### src/rtl/chart_sequencer.sv
// chart_sequencer: plays a chart ROM one row per beat and hands non-empty rows to the note renderer.
// Optional macro CHART_LOOP_EN: wrap to row 0 after the last row instead of stopping in DONE.
module chart_sequencer #(
  parameter int unsigned CHART_LEN = 274,
  parameter int unsigned BEAT_DIV  = 6250000,
  parameter int unsigned ADDR_W    = 13
) (
  input  logic              clk,
  input  logic              reset,
  input  logic              start,
  input  logic              pause,
  output logic [ADDR_W-1:0] rom_addr,
  input  logic [3:0]        rom_data,
  output logic              spawn_valid,
  output logic [3:0]        spawn_lanes,
  input  logic              spawn_ready,
  output logic              busy,
  output logic              done,
  output logic              overrun
);

  localparam int unsigned        CntW      = $clog2(BEAT_DIV);
  localparam logic [CntW-1:0]    CntReload = CntW'(BEAT_DIV - 1);
  localparam logic [ADDR_W-1:0]  LastAddr  = ADDR_W'(CHART_LEN - 1);

  typedef enum logic [2:0] {
    StIdle,
    StFetch,
    StLatch,
    StIssue,
    StHold,
    StDone
  } state_e;

  state_e            state_q, state_d;
  logic [CntW-1:0]   cnt_q, cnt_d;
  logic [ADDR_W-1:0] addr_q, addr_d;
  logic              valid_q, valid_d;
  logic [3:0]        lanes_q, lanes_d;
  logic              overrun_q, overrun_d;

  logic              cnt_zero;
  logic [CntW-1:0]   cnt_dec;
  logic              handshake;

  assign cnt_zero  = (cnt_q == '0);
  assign cnt_dec   = cnt_q - CntW'(1);
  assign handshake = valid_q & spawn_ready;

  always_ff @(posedge clk or posedge reset) begin
    if (reset) begin
      state_q   <= StIdle;
      cnt_q     <= '0;
      addr_q    <= '0;
      valid_q   <= 1'b0;
      lanes_q   <= '0;
      overrun_q <= 1'b0;
    end else begin
      state_q   <= state_d;
      cnt_q     <= cnt_d;
      addr_q    <= addr_d;
      valid_q   <= valid_d;
      lanes_q   <= lanes_d;
      overrun_q <= overrun_d;
    end
  end

  always_comb begin
    state_d   = state_q;
    cnt_d     = cnt_q;
    addr_d    = addr_q;
    valid_d   = valid_q;
    lanes_d   = lanes_q;
    overrun_d = overrun_q;

    case (state_q)
      // Start is honoured even while paused; the freeze applies from FETCH onwards.
      StIdle, StDone: begin
        if (start) begin
          state_d   = StFetch;
          addr_d    = '0;
          cnt_d     = CntReload;
          overrun_d = 1'b0;
        end
      end

      StFetch: begin
        if (!pause) begin
          state_d = StLatch;
          cnt_d   = cnt_dec;
        end
      end

      StLatch: begin
        if (!pause) begin
          cnt_d = cnt_dec;
          if (rom_data != 4'b0000) begin
            lanes_d = rom_data;
            valid_d = 1'b1;
            state_d = StIssue;
          end else begin
            state_d = StHold;
          end
        end
      end

      StIssue: begin
        // A handshake completes even while paused; the beat counter does not move then.
        if (handshake) begin
          valid_d = 1'b0;
          state_d = StHold;
        end
        if (!pause) begin
          if (cnt_zero) begin
            overrun_d = 1'b1;
          end else begin
            cnt_d = cnt_dec;
          end
        end
      end

      StHold: begin
        if (!pause) begin
          if (!cnt_zero) begin
            cnt_d = cnt_dec;
          end else if (addr_q < LastAddr) begin
            addr_d  = addr_q + ADDR_W'(1);
            cnt_d   = CntReload;
            state_d = StFetch;
          end else begin
`ifdef CHART_LOOP_EN
            addr_d  = '0;
            cnt_d   = CntReload;
            state_d = StFetch;
`else
            state_d = StDone;
`endif
          end
        end
      end

      default: begin
        state_d = StIdle;
      end
    endcase
  end

  assign rom_addr    = addr_q;
  assign spawn_valid = valid_q;
  assign spawn_lanes = lanes_q;
  assign overrun     = overrun_q;
  assign busy        = (state_q != StIdle) && (state_q != StDone);
  assign done        = (state_q == StDone);

endmodule

### config.mk
export PLATFORM = sky130hd
export DESIGN_NAME = chart_sequencer
export DESIGN_NICKNAME = d
export VERILOG_FILES = /design/src/rtl/chart_sequencer.sv
export SDC_FILE = /design/constraint.sdc
export NUM_CORES = 1
export LEC_CHECK = 0
export ABC_AREA = 1
export BUFFER_PORTS_ARGS = -buffer_cell sky130_fd_sc_hd__buf_4
export CAP_MARGIN = 40
export CELL_PAD_IN_SITES_DETAIL_PLACEMENT = 1
export CELL_PAD_IN_SITES_GLOBAL_PLACEMENT = 1
export CORE_MARGIN = 5
export CORE_UTILIZATION = 40
export DETAILED_ROUTE_END_ITERATION = 6
export GPL_TIMING_DRIVEN = 1
export PLACE_DENSITY_LB_ADDON = 0.1
export SKIP_CTS_REPAIR_TIMING = 1
export SLEW_MARGIN = 0
export SYNTH_ARGS = -nofsm -noshare
export SYNTH_HDL_FRONTEND = slang
export SYNTH_SLANG_ARGS = --single-unit
export TNS_END_PERCENT = 1
### constraint.sdc
create_clock -name clk -period 3.7 [get_ports clk]
set_input_delay 0.37 -clock clk [delete_from_list [all_inputs] [get_ports clk]]
set_output_delay 0.37 -clock clk [all_outputs]
set_load 0.02 [all_outputs]
* After elaboration in Yosys (flattened, before gate mapping)
Index checks and enable logic that the tools add are counted.
** Cells by class
- Add/sub/neg operators :: 2
- Order comparisons :: 1
- Equal/unequal tests :: 19
- Muxes and demuxes :: 30
- Bitwise gates (word level) :: 2
- Reductions and logical operators :: 17
** Operators by type and width (number)
- 23-bit two-way mux :: 7
- 23-bit one-hot mux with 4 select lines :: 1
- 13-bit two-way mux :: 4
- 13-bit one-hot mux with 2 select lines :: 1
- 3-bit two-way mux :: 8
- 2-bit != test (second input constant) :: 12
- 23-bit zero test :: 1
- 23-bit by 1-bit subtractor with 23-bit output (second input constant) :: 1
- 3-bit one-hot mux with 5 select lines :: 1
- 13-bit by 1-bit adder with 13-bit output (second input constant) :: 1
- 13-bit by 9-bit < comparator with 1-bit output (second input constant) :: 1
- 4-bit AND reduction :: 2
- 4-bit nonzero test :: 2
- 7-bit AND reduction :: 1
- 3-bit by 2-bit equality test with 1-bit output (second input constant) :: 2
- 3-bit equality test (second input constant) :: 2
- 1-bit two-way mux :: 6
- 3-bit != test (second input constant) :: 2
- 6-bit AND reduction :: 1
- 2-bit nonzero test :: 3
- 5-bit AND reduction :: 1
- 1-bit one-hot mux with 2 select lines :: 2
- 2-bit OR reduction :: 2
- 3-bit by 1-bit equality test with 1-bit output (second input constant) :: 1
- other kinds (6) :: 6
** Word-level totals
- Register bits :: 45
- Output and inout port bits :: 21
- Logic and storage cells :: 77

* Longest topological paths before layout
- Word-level depth :: 5
- Gate-level depth with buffers :: 13
- Depth with buffers taken out :: 12

* Worst setup path after synthesis
OpenSTA, ideal clock, no wires.
- Path kind :: reg-to-reg
- Start :: register cnt_q[0]
- End :: register addr_q[0], in the netlist rom_addr[0]
- Setup time :: 118 ps
- Data arrival time :: 1503 ps
- Required time :: 3582 ps
- Setup slack :: 2079 ps
- Cell stages (with the launch flop) :: 11
- Path buffers :: 1
- Period minus slack after synthesis :: 1621 ps
- Path through :: dfrtp_1 -> inv_1 -> ha_1 -> nand2_1 -> nor2_1 -> nand3_4 -> a21oi_4 -> nand3_4 -> buf_6 -> nand2_2 -> o21ai_2
** Between the ends
- Cells in the longest elaborated chain, start to end :: 3
** RTL lines
- start: declaration :: line 36 : logic [CntW-1:0] cnt_q, cnt_d;
- start signal: assignment :: line 60 : cnt_q <= cnt_d;
- 23-bit zero test :: line 46 : assign cnt_zero = (cnt_q == '0);
- 2-bit != test (no source line)
- 5-bit AND reduction (no source line)
- end signal: assignment :: line 61 : addr_q <= addr_d;
- end: declaration :: line 37 : logic [ADDR_W-1:0] addr_q, addr_d;
Every way passes these cells.
A chain may end at the register's enable or synchronous reset.

* Final worst setup path
- Start :: register state_q[0]
- End :: register addr_q[4], in the netlist rom_addr[4]
** Between the ends
- Cells in the longest elaborated chain, start to end :: 4
** RTL lines
- start: declaration :: line 35 : state_e state_q, state_d;
- start signal: assignment :: line 52 : state_q <= StIdle;
- start signal: assignment :: line 59 : state_q <= state_d;
- 3-bit equality test or 3-bit zero test (tied branches) :: line 76 : case (state_q)
- 2-bit OR reduction :: line 76
- 2-bit != test (no source line) or 2-bit nonzero test (tied branches)
- 5-bit AND reduction (no source line)
Parallel ways exist; a longest one is shown, timed or not.

==> impl_metrics.ini <==
[die]
die-height_um = 98.8
placementRows = 32
core-area_sq_um = 7690
floorplan.die_area_sq_um = 9750
dieWidth_um = 98.8
initial_core_util_pct = 41.0
design.portCount = 30

[global_route]
grt_start_max_net_pins = 36
grt_pass1_vias = 3106
overflow = 0
grt_util_all_layers_pct = 18.1
first_pass_grt_wire_length_um = 14600
antenna_violations_before_repair = 0

[critical_path]
critical_path.reg2reg.endpoint = rom_addr[4]$_DFFE_PP0P_
cp_top_family = simple AND/OR/NAND/NOR gates
critPathLaunch = state_q[0]$_DFFE_PP0P_
critical_path.most_common_cell = nand2_1
slowest_stage = dfrtp_1
required_time_at_the_endpoint_of_the_critical_path_ns = 3.94
endpoint_class_of_the_critical_path = flip-flop
r2r_start = state_q[0]$_DFFE_PP0P_
timing.critical_path.cells = nor2_4, nand2_1, inv_2, nor2_1, nor2_2, nor2_8, nand3_4, inv_2, nand2_1, nand2_1
timing.critical_path.buf_inv = 2
arrival_ns = 2.63
cp_max_fo = 21
crit_path_start_kind = flip-flop
r2r_slack_ns = 1.31
crit_end = rom_addr[4]$_DFFE_PP0P_
cp_num_cells = 10
critical_path.max_stage_delay_ns = 0.51
crit_type = flip-flop to flip-flop
worstRegToRegCells = 10

[sta]
rsz_0062_raised_after_global_routing = no
finalMaxSlewViolations = 0
relSlewSlack_pct = 67.1
final.min_clock_period_ns = 2.39
tns_ns = 0
skew_ns = 0.00801
max_slew.worst_pin.slew_ns = 0.492
fin_ws_ns = 1.31
finalHoldViolations = 0
max_fclk_ghz = 0.419
fin_crit_sh_pct = 64.5
setup-violations-final = 0

[synthesis]
synth_seq_area_share_pct = 35.7
syn_nets = 484
yosysWarningCount = 0
synth_area_per_cell_sq_um = 6.67
ys_types = 34
syn_area_sq_um = 3150
ys_seq_elements = 45
syn-instance-count = 472

[pwr]
vdd.ir_drop.worst_uv = 331
pwr_density_cell_nw_per_um2 = 717
p_leak_nw = 1.86
power.total_mw = 2.53

[clock_network]
numCtsBuffers = 5
worstSkewPairLatency_ns = 0.30
clk_pin_slew_worst_paths_ns = 0.09
cts-root-buf = clkbuf_8
cts_tree = done
htree_levels = 2
clockBufferDepth = 2
cts_sinks = 45

[route]
detailedRoute.firstPassIterationCount = 4
drt_iter0_markers = 72
wl_per_cell_um = 13.8
via_per_inst = 4.99
vias = 2991
post-route-drc-count = 0
drt.antenna.violating_nets = 0
drt_wl_total_um = 8270

[final_layout]
drive_gt1_share_pct = 13.1
finalNonFillerCells = 599
antennaDiodeCount = 0
total_number_of_nets_in_the_final_design = 509
flow.area_growth_from_synthesis_pct = 11.9
layout_commonest_cell = nand2_1
layout.cells.most_common_list = nand2_1 (175), nor2_1 (62), inv_1 (50)

[place]
place_hpwl_um = 6370
numPlacedInstances = 592
post-place-ws_ns = 1.28
gpl.final_weighted_congestion = 0.825
io_buffer_count = 29

[status]
result_of_the_run = finished, final reports clean

[min_path]
worstHoldPathType = input pin to async pin

[flow_run]
timing.max_cap.violations = 0
==> state kept, by name (all words and copies together) (netlist names) <==
| name | cells |
|---|---|
| state_q | 3 |
| overrun | 1 |
| rom_addr | 13 |
| cnt_q | 23 |
| spawn_lanes | 4 |
| spawn_valid | 1 |
==> cells by family (layout without fill, tap and decap cells) <==
kind of cell | Yosys count | in the layout | share of synthesized area (%)
flip-flops | 45 | 45 | 35.7
adder cells (fa/ha/maj) | 3 | 3 | 1.19
AO/OA/AOI/OAI | 23 | 23 | 4.65
XOR/XNOR | 14 | 14 | 3.89
buffers and inverters | 67 | 92 | 9.21
AND/OR/NAND/NOR | 320 | 320 | 45.3
==> metal layers <==
| layer | routed length [um] | vias to the layer above | global-route usage, % |
|---|---|---|---|
| met5 | 0 | - | 0 |
| met4 | 105 | 0 | 3.78 |
| met3 | 125 | 8 | 2.48 |
| met2 | 4030 | 22 | 31.5 |
| met1 | 4020 | 1439 | 23.8 |
| li1 | - | 1522 | - |
==> stage by stage <==
stage	instance area [sq um]	util (%)	hold WS, ns
after floorplan	3150	-	0.452
after global placement	3410	44.4	0.457
after detailed placement	3430	44.7	0.332
after CTS	3520	45.8	0.00334
after global routing	3520	45.8	0.00832
final	3520	45.8	0.000177
==> report_power, final <==
group / total [mW] / internal (mW) / leakage, nW / switching (mW)
Combinational: 1.41 / 0.448 / 1.25 / 0.963
Clock: 0.319 / 0.148 / 0.0433 / 0.171
Sequential: 0.797 / 0.628 / 0.568 / 0.169
==> synth_stat cells <==
library cell	count	area share (%)
a21oi_1	2	0.32
nand2_2	6	1.2
nor2_8	1	0.64
a22oi_1	1	0.24
clkbuf_1	2	0.24
xnor2_1	3	0.83
a31oi_1	1	0.20
nand2_4	1	0.36
nor3_1	5	0.79
nand3b_1	1	0.24
nand3_1	45	7.1
nand2_8	1	0.64
inv_2	3	0.36
or2_2	1	0.20
inv_4	1	0.20
buf_2	5	0.79
ha_1	3	1.2
inv_1	51	6.1
dfrtp_1	45	36
a21oi_4	1	0.52
nand4_1	11	2.2
nand2_1	175	21
buf_4	2	0.48
xor2_1	11	3.1
o21ai_0	13	2.1
buf_6	3	1.1
nor2_1	62	7.4
nor2_2	3	0.60
nand3_4	2	1.1
o211ai_1	2	0.48
o21ai_2	2	0.56
nor2_4	5	1.8
nor4_1	1	0.20
o2111ai_1	1	0.28
==> final cells by class <==
cell class / instances / area, sq um
repair buffers: 30 / 238
multi-input cells: 360 / 1730
well taps: 102 / 128
flip-flops and latches: 45 / 1130
inverters: 55 / 209
fillers: 1072 / 4160
clock inverters: 1 / 7.51
clock buffers: 6 / 82.6
==> worst min-delay path by stage <==
stage,startpoint,to,slack (ns),cells after the start
6_report,reset,rom_addr[10]$_DFFE_PP0P_,0.0002,2
4_1_cts,reset,rom_addr[1]$_DFFE_PP0P_,0.003,2
3_5_place_dp,reset,rom_addr[1]$_DFFE_PP0P_,0.33,2
5_1_grt,reset,rom_addr[1]$_DFFE_PP0P_,0.008,2
3_3_place_gp,spawn_lanes[2]$_DFFE_PP0P_,spawn_lanes[2]$_DFFE_PP0P_,0.46,2
2_1_floorplan,cnt_q[22]$_DFFE_PP0P_,cnt_q[22]$_DFFE_PP0P_,0.45,2
Note: power is estimated with default switching activity, not from simulation.
